`src/rtl/shift_op_pipe.sv`:
```
// shift_op_pipe: registered valid/ready front end for the 16-bit multifunction shifter, with an output FIFO
//   clk, reset (async, active-high)
//   in_valid/in_ready/in_data/in_amt/in_op : request side, op 000 ROTL 001 ROTR 010 SHL 011 SHR 100 ASHR, 101-111 illegal
//   out_valid/out_ready/out_data/out_err   : FIFO head, zeroed while empty
//   level                                  : FIFO occupancy
module shift_op_pipe #(
    parameter int FIFO_DEPTH = 4,
    parameter int LVL_W      = 3
) (
    input  logic             clk,
    input  logic             reset,
    input  logic             in_valid,
    output logic             in_ready,
    input  logic [15:0]      in_data,
    input  logic [3:0]       in_amt,
    input  logic [2:0]       in_op,
    output logic             out_valid,
    input  logic             out_ready,
    output logic [15:0]      out_data,
    output logic             out_err,
    output logic [LVL_W-1:0] level
);
    localparam int AW = $clog2(FIFO_DEPTH);
    logic            s1_valid;
    logic [15:0]     s1_data;
    logic [3:0]      s1_amt;
    logic [2:0]      s1_op;
    logic [15:0]     mem_data [FIFO_DEPTH];
    logic            mem_err  [FIFO_DEPTH];
    logic [AW-1:0]   wp, rp;
    logic [3:0]      r;
    logic [31:0]     dbl;
    logic [15:0]     rot, lo_mask, hi_mask, res;
    logic            res_err, pop;
    // S1 always owns a free FIFO slot, so the push never needs a full check
    assign in_ready  = ({1'b0, level} + (LVL_W+1)'(s1_valid)) < (LVL_W+1)'(FIFO_DEPTH);
    assign out_valid = level != '0;
    assign pop       = out_valid && out_ready;
    assign out_data  = out_valid ? mem_data[rp] : '0;
    assign out_err   = out_valid ? mem_err[rp] : 1'b0;
    // every opcode becomes a left rotation; right-going ops rotate by (16-amt) mod 16 and mask the wrapped bits
    always_comb begin
        r       = (s1_op == 3'b000 || s1_op == 3'b010) ? s1_amt : 4'd0 - s1_amt;
        dbl     = {s1_data, s1_data} << r;
        rot     = dbl[31:16];
        lo_mask = (16'd1 << s1_amt) - 16'd1;
        hi_mask = ~(16'hffff >> s1_amt);
        res_err = s1_op > 3'b100;
        res     = res_err            ? s1_data :
                  s1_op == 3'b010    ? rot & ~lo_mask :
                  s1_op == 3'b011    ? rot & ~hi_mask :
                  s1_op == 3'b100    ? (rot & ~hi_mask) | (hi_mask & {16{s1_data[15]}}) :
                                       rot;
    end
    always_ff @(posedge clk or posedge reset) begin
        if (reset) begin
            s1_valid <= 1'b0;
            s1_data  <= '0;
            s1_amt   <= '0;
            s1_op    <= '0;
        end else begin
            s1_valid <= in_valid && in_ready;
            if (in_valid && in_ready) begin
                s1_data <= in_data;
                s1_amt  <= in_amt;
                s1_op   <= in_op;
            end
        end
    end
    always_ff @(posedge clk or posedge reset) begin
        if (reset) begin
            for (int i = 0; i < FIFO_DEPTH; i++) begin
                mem_data[i] <= '0;
                mem_err[i]  <= 1'b0;
            end
            wp    <= '0;
            rp    <= '0;
            level <= '0;
        end else begin
            if (s1_valid) begin
                mem_data[wp] <= res;
                mem_err[wp]  <= res_err;
                wp           <= wp + 1'b1;
            end
            if (pop)
                rp <= rp + 1'b1;
            level <= level + LVL_W'(s1_valid) - LVL_W'(pop);
        end
    end
endmodule

```
`config.mk`:
```
export PLATFORM = sky130hd
export DESIGN_NAME = shift_op_pipe
export DESIGN_NICKNAME = d
export VERILOG_FILES = /design/src/rtl/shift_op_pipe.sv
export SDC_FILE = /design/constraint.sdc
export NUM_CORES = 1
export LEC_CHECK = 0
export BUFFER_PORTS_ARGS = -buffer_cell sky130_fd_sc_hd__clkbuf_2
export CORE_UTILIZATION = 55
export CTS_CLUSTER_DIAMETER = 100
export DETAILED_ROUTE_END_ITERATION = 7
export HOLD_SLACK_MARGIN = 0.05
export PLACE_DENSITY = 0.85
export SLEW_MARGIN = 20
export SYNTH_ARGS = -nofsm -noshare
export SYNTH_HDL_FRONTEND = slang
export SYNTH_SLANG_ARGS = --single-unit
export TNS_END_PERCENT = 1
```
`constraint.sdc`:
```
create_clock -name clk -period 3.2 [get_ports clk]
set_input_delay 0 -clock clk [delete_from_list [all_inputs] [get_ports clk]]
set_output_delay 0 -clock clk [all_outputs]
set_load 0.03 [all_outputs]
```
# After elaboration in Yosys (flattened, before gate mapping)
# Index checks and enable logic that the tools add are counted.
# word_totals
n_memories	0
ram_bits	0
latch_bits	0
elab_cells	67
in_bits	27
mem_bits_ro	0
reg_bits	99
# classes
muxes	19
multipliers	0
n_div	0
n_reduce_logical	6
addsub	7
order_cmp	5
eq_ne	3
n_shift	3
bitwise	9
# ops
cell	count
2-to-1 mux 16 bit	8
bitwise mux 64 bit	1
bitwise AND 16 bit	3
inverter 16 bit	3
binary-select mux 16 bit (select 2 bit)	1
demux 16 bit (select 2 bit)	1
left shift 32 x 4 -> 32 bit	1
bitwise OR 16 bit	1
left shift 1 x 4 -> 16 bit, first input constant	1
right shift 16 x 4 -> 16 bit, first input constant	1
subtractor 16 x 1 -> 16 bit, second input constant	1
equality test 3 x 2 -> 1 bit, second input constant	2
greater-or-equal comparator 3 bit, second input constant	2
inverter 2 -> 3 bit	2
adder 2 x 1 -> 2 bit, second input constant	2
adder 3 x 1 -> 4 bit	1
bitwise mux 4 bit	1
< comparator 4 x 3 -> 1 bit, second input constant	1
2-to-1 mux 1 bit	4
2-to-1 mux 4 bit	1
subtractor 1 x 4 -> 4 bit, first input constant	1
adder 3 x 1 -> 3 bit	1
equality test 3 bit, second input constant	1
> comparator 3 bit, second input constant	1
8 further kinds	10

# Logic depth before layout (Yosys ltp)
# Gate-level depths: netlist of the first run.
# depth
depth_word	11
depth_mapped	13

# Worst setup path before layout of the first run
# Ideal clock, no wire load.
# synth_timing
path_kind	register to register
from	reg s1_amt[0]
to	reg mem_data[22] (netlist bit)
t_arrival_ps	2691
required_time_ps	3075
synth_period_minus_slack_ps	2815
setup_slack_ps	385
stages_incl_launch_ff	14
setup_time_ps	125
path_cell_list	dfrtp_1 -> buf_4 -> buf_6 -> inv_1 -> ha_1 -> ha_1 -> clkbuf_1 -> nand2_1 -> ha_1 -> a311o_1 -> a211oi_1 -> o31ai_1 -> a21boi_1 -> mux2_2
# synth_via
elab_chain_cells	10
# synth_lines
element	line	text
start, declared	26	logic [3:0] s1_amt;
start signal, assigned	65	s1_amt <= in_amt;
subtractor 1 x 4 -> 4 bit / right shift 16 x 4 -> 16 bit (equally long branches)	43, 47	
2-to-1 mux 4 bit / inverter 16 bit (equally long branches)	43, 47	
left shift 32 x 4 -> 32 bit / inverter 16 bit (equally long branches)	44, 51, 52	
bitwise AND 16 bit	51, 52	
bitwise OR 16 bit	52	s1_op == 3'b100 ? (rot & ~hi_mask) | (hi_mask & {16{s1_data[15]}}) :
2-to-1 mux 16 bit	52	
2-to-1 mux 16 bit	51	s1_op == 3'b011 ? rot & ~hi_mask :
2-to-1 mux 16 bit (*)	50	s1_op == 3'b010 ? rot & ~lo_mask :
2-to-1 mux 16 bit (*)	49	res = res_err ? s1_data :
bitwise mux 64 bit (*)	81	mem_data[wp] <= res;
end signal, assigned by index	81	
end, declared	28	logic [15:0] mem_data [FIFO_DEPTH];
# Every way passes the cells marked *; elsewhere a longest branch is shown, timed or not.
# A chain may end at the register's enable or synchronous reset.

# Final worst setup path of the first run
# layout_timing
from	reg s1_op[2]
to	reg mem_data[17] (netlist bit)
# layout_via
elab_chain_cells	11
# layout_lines
element	line	text
start, declared	27	logic [2:0] s1_op;
start signal, assigned	66	s1_op <= in_op;
equality test 3 x 2 -> 1 bit / logical NOT 3 bit (equally long branches)	43, 50	
logical OR 1 bit	43	r = (s1_op == 3'b000 || s1_op == 3'b010) ? s1_amt : 4'd0 - s1_amt;
2-to-1 mux 4 bit	43	
left shift 32 x 4 -> 32 bit	44	dbl = {s1_data, s1_data} << r;
bitwise AND 16 bit	51, 52	
bitwise OR 16 bit	52	
2-to-1 mux 16 bit	52	
2-to-1 mux 16 bit	51	
2-to-1 mux 16 bit	50	
2-to-1 mux 16 bit (*)	49	
bitwise mux 64 bit (*)	81	
# Marked as above.

==> flow_summary.yaml, run 1 <==
outcome:
  outcome: "finished with violations"
  violations: "design-rule violations"
cts:
  cts.path.max_buffers: 2
  cts_buffers: 9
  htree_levels: 3
  clk_latency_ns: 0.36
  root_buffer: "clkbuf_16"
  cts.sinks: 99
  cts_tree: "built"
  path_clk_slew_ns: 0.08
  post_cts_buffers: 0
final_layout:
  antennaDiodeCount: 0
  drive_gt1_share_pct: 25.9
  fill_cells: 902
  nets: 749
  final_area_mm2: 0.00746
  area_growth_pct: 13.8
sta:
  rsz0062_at_grt: "false"
  layout_min_cycle_time_ns: 2.92
  final-hold-violation-count: 0
  timing.final.crit_share_pct: 91.3
  hold_ws_ns: 0.183
  setup_viol_count_final: 0
  worst_pin_slew_ns: 0.941
  skew_ns: 0.0100
  max_freq_mhz: 342
  fin_tns_setup_ns: 0
  relSlewSlack_pct: 37.2
  final_max_slew_viol_count: 0
detailed_routing:
  wl_met2_mm: 8.53
  drc_errors: 5
  wl_per_cell_um: 21.4
  drt-vias-per-instance: 6.57
  firstDrtPassIters: 8
  routed_wl_mm: 18.3
  antenna_left: 0
  vias: 5602
  wl_met3_mm: 1.41
  drtIter0Drc: 627
  highest_layer: "met4"
  m1WireLength_mm: 7.63
logic_synthesis:
  syn_nets: 690
  synth_top_area_share_pct: 37.8
  synth.cell_area_mm2: 0.00656
  synth_simple_gate_area_share_pct: 15.2
  synth_compound_area_share_pct: 16.8
  synth_top_cell_by_area: "dfrtp_1"
  synth-seq-area-share_pct: 37.8
  synth_ff_type: "dfrtp_1"
  syn_inst: 646
  synth-adder-area-share_pct: 3.36
  async_flop_share_pct: 100
  synth_edf_count: 0
  synth_cell_types: 75
  synth_area_leaders: "dfrtp_1 (38%), mux2_2 (9.4%), mux4_2 (7.9%)"
  synth_top_family_by_area: "multiplexers"
  synth.area.mux_share_pct: 21.3
  synth-xor-area-share_pct: 1.18
  avgSynthCellArea_um2: 10.2
  ys_warn_count: 0
  ys_seq_elements: 99
critical_path:
  path_cells: "or3b_4 -> nand2_2 -> mux4_2 -> and3_1 -> a311oi_2 -> mux2_2"
  start_kind: "flip-flop"
  critPathMaxStageDelay_ns: 0.70
  crit_arrival_ns: 3.22
  criticalPathCategory: "reg -> reg"
  cp.required_ns: 3.49
  end_kind: "flip-flop"
  slowest_stage: "dfrtp_1"
  crit_path_max_fanout: 24
place:
  gp_congestion: 0.996
  place_area_mm2: 0.00692
  hpwl_mm: 13.0
  io_buffers: 48
die:
  die_w_um: 111
  core_region_area_mm2: 0.0115
  initial_core_util_pct: 56.9
  die-height_um: 111
  dieArea_mm2: 0.0124
  io-pin-count: 49
  rows: 39
global_route:
  gr-total-overflow: 0
  track_usage_pct: 31.0
  antenna_found_initial: 0
  grt_pass1_vias: 5442
  grt_max_degree: 41
  grt_pass1_wl_mm: 29.7
job:
  drv_cap: 0
worst_hold_path:
  hold_path_class: "in -> async"
registers in the layout, indices dropped and copies added, names as in the netlist:
register	cells
s1_data	16
s1_op	3
s1_valid	1
level	3
rp	2
mem_err	4
wp	2
s1_amt	4
mem_data	64
stage by stage:
stage	utilization, %	setup WS (ns)	instances
2_1_floorplan	-	0.385	646
3_3_place_gp	60.1	0.363	812
3_5_place_dp	60.1	0.336	812
4_1_cts	64.8	0.308	853
5_1_grt	64.8	0.149	853
6_report	64.8	0.277	853
cell families after synthesis:
| group | Yosys count |
|---|---|
| mux | 104 |
| simple gates | 195 |
| flops | 99 |
| compound gates | 158 |
| fa+ha+maj | 17 |
| buf+inv | 65 |
| xor+xnor | 8 |
path summary, 6_finish.rpt:
kind | start | endpoint | slack, ns | cells past startpoint
max | s1_op[2] | mem_data[17] | 0.28 | 6
max reg2reg | s1_op[2] | mem_data[17] | 0.28 | 6
max in group asynchronous | reset | mem_data[24] | 2.15 | 4
min reg2reg | mem_err[3] | mem_err[3] | 0.48 | 2
min | reset | s1_amt[3] | 0.18 | 3
min in group clk | in_valid | s1_valid | 0.21 | 4
cell usage in the layout (no fill, tap or decap), types with 9 or more instances in the layout:
| cell type | count |
|---|---|
| ha_1 | 16 |
| mux2i_1 | 26 |
| mux4_2 | 23 |
| clkbuf_16 | 9 |
| nor2_1 | 33 |
| nor3_1 | 10 |
| a31oi_1 | 19 |
| dlygate4sd3_1 | 25 |
| inv_1 | 18 |
| o21ai_0 | 40 |
| clkbuf_2 | 48 |
| mux2_2 | 55 |
| nand3_1 | 22 |
| nand2_1 | 67 |
| dfrtp_1 | 99 |
| and2_1 | 24 |
| buf_4 | 21 |
| a21oi_1 | 21 |
area by class of cell:
class	count	area [µm²]	area share, %
clock buffers	10	239	3.20
clock inverters	6	56.3	0.755
inverters	19	73.8	0.989
multi-input cells	482	3790	50.8
flip-flops and latches	99	2480	33.2
well taps	143	179	2.40
repair buffers	94	648	8.69
metal layers:
metal  track usage [%]  vias up
li1                  -     2529
met1              42.4     2747
met2              48.5      276
met3              5.30       50
met4              13.9        0
met5                 0        -
what timing repair did:
action | 4_1_cts | 5_1_grt
gates resized for setup | 0 | 0
hold buffers | 25 | 0
hold endpoints to repair | 55 | 0
synth_stat cells (6+ instances only):
cell type and n:
buf_2 11, inv_1 19, o21ai_0 40, a21oi_1 21, a211oi_1 6, mux2_2 55, clkbuf_1 21, nor3_1 10
ha_1 16, buf_1 7, dfrtp_1 99, o21ai_1 6, nor2_1 33, mux4_2 23, mux2i_1 26, o31ai_1 7
and2_1 24, a31oi_1 19, nand3_1 22, nand2_1 67
critical path, delay by kind of cell (launching register included):
family / cells / cell delay (ns)
AND/OR/NAND/NOR: 3 / 1.04
multiplexers: 2 / 0.79
flip-flops: 1 / 0.70
AO/OA/AOI/OAI: 1 / 0.34
Power of run 1 is left out: the tool's default activity adds up to more than one toggle a clock period on the data nets, which glitch-free logic cannot reach.
==> run 2: changes to the inputs <==
BUFFER_PORTS_ARGS = unset   (was -buffer_cell sky130_fd_sc_hd__clkbuf_2)
CORE_ASPECT_RATIO = 2   (was unset)
CORE_UTILIZATION = 30   (was 55)
DONT_BUFFER_PORTS = 1   (was unset)
PLACE_DENSITY = 0.55   (was 0.85)
==> run 2 against run 1 <==
The flow now finishes without violations. Flip-flop and latch count stayed put. Worst hold slack gained 0.057 ns. Critical path depth unchanged. Global-route usage down 11 points. Critical endpoint is now mem_data[33]. Core utilization down 30 points.
==> flow_summary.yaml, run 2 (synthesis results as in run 1) <==
outcome:
  outcome: "complete, no violations"
critical_path:
  cp.required_ns: 3.50
  crit_arrival_ns: 3.18
  criticalPathCategory: "reg -> reg"
  start_kind: "flip-flop"
  r2r_setup_slack_ns: 0.32
  crit_path_max_fanout: 13
  end_kind: "flip-flop"
final_layout:
  final_area_mm2: 0.00753
  reg.largest.list: "mem_data x64, s1_data x16"
  final_cell_mix: "dfrtp_1 (99), nand2_1 (67), mux2_2 (55), o21ai_0 (40), nor2_1 (33)"
  antennaDiodeCount: 0
  final_common_cell: "dfrtp_1"
  nets: 714
  fill_cells: 2229
  drive_gt1_share_pct: 21.6
  area_growth_pct: 14.8
  seqCellArea_mm2: 0.00248
  largest-register: "mem_data"
  final_cells: 948
  largest_reg_flops: 64
  multiInputGateArea_mm2: 0.00379
cts:
  clk_latency_ns: 0.36
  htree_levels: 3
  cts_tree: "built"
  cts_buffers: 9
  path_clk_slew_ns: 0.07
  cts_resized: 0
  cts.sinks: 99
  cts.path.max_buffers: 2
  root_buffer: "clkbuf_16"
die:
  core_region_area_mm2: 0.0215
  dieArea_mm2: 0.0225
  rows: 76
  initial_core_util_pct: 30.5
  io-pin-count: 49
  die-height_um: 211
  die_w_um: 107
global_route:
  gr-total-overflow: 0
  track_usage_pct: 20.5
  antenna_found_initial: 0
  grt_pass1_wl_mm: 33.5
  grt_pass1_vias: 5532
  grt_max_degree: 60
sta:
  hold_ws_ns: 0.240
  worst_pin_slew_ns: 0.975
  max_freq_mhz: 347
  setup_viol_count_final: 0
  fin_tns_setup_ns: 0
  final-hold-violation-count: 0
  skew_ns: 0.00827
  timing.final.crit_share_pct: 90.1
  relSlewSlack_pct: 35.0
  rsz0062_at_grt: "false"
  layout_min_cycle_time_ns: 2.88
  final_max_slew_viol_count: 0
place:
  hpwl_mm: 16.7
  gp_congestion: 1.00
  io_buffers: 0
  place_area_mm2: 0.00694
  place_inst: 906
detailed_routing:
  wl_per_cell_um: 23.1
  drt-vias-per-instance: 5.66
  drtIter0Drc: 433
  antenna_left: 0
  vias: 5366
  routed_wl_mm: 21.9
  firstDrtPassIters: 5
  drc_errors: 0
worst_hold_path:
  hold_path_class: "in -> async"
job:
  drv_cap: 0
[run 2: cell count changes in the layout (fill, tap and decap cells not counted), moves of 2 or more]
cell       before  now
clkbuf_2       48    0
buf_4          21   32
bufinv_16       0    2
clkbuf_1        0    2
inv_8           2    0
[run 2: routing by layer]
layer  global-route usage, %  share of wire (%)
met1                    19.5                 34
met2                    39.2                 56
met3                    2.84                2.9
met4                    14.5                7.3
met5                       0                  0
[run 2: timing repair]
| action | in CTS | in global routing |
|---|---|---|
| endpoints found under the hold margin | 83 | 0 |
| hold buffers | 26 | 0 |
| setup buffers | 0 | 0 |
[run 2: path summary, 6_finish.rpt]
check	from	end	cells past startpoint
min in group clk	in_data[6]	s1_data[6]	2
setup / recovery	s1_op[0]	mem_data[33]	6
hold reg to reg	mem_data[12]	mem_data[12]	2
hold / removal	reset	mem_data[3]	2
setup reg to reg	s1_op[0]	mem_data[33]	6
max in group asynchronous	reset	mem_data[29]	3
[run 2: layout make-up]
type / count / share of cell area [%]
Multi-Input combinational cell: 482 / 50.3
Sequential cell: 99 / 32.9
Timing Repair Buffer: 59 / 6.91
Tap cell: 273 / 4.54
Clock buffer: 13 / 3.46
Inverter: 19 / 0.980
Clock inverter: 3 / 0.914
[run 2: metrics by stage]
step	utilization [%]	worst slack, ns
floorplan	-	0.385
global placement	32.3	0.351
detailed placement	32.3	0.347
CTS	35.0	0.325
global route	35.0	0.202
finish	35.0	0.318
[run 2: worst max-delay path, cell delays in order (launching register included)]
cell and delay, ns:
dfrtp_1 0.58, or3b_4 0.52, nand2_2 0.27, mux4_2 0.57, and3_1 0.21, a311oi_2 0.42
mux2_2 0.23
Power of run 2 is left out for the same reason.
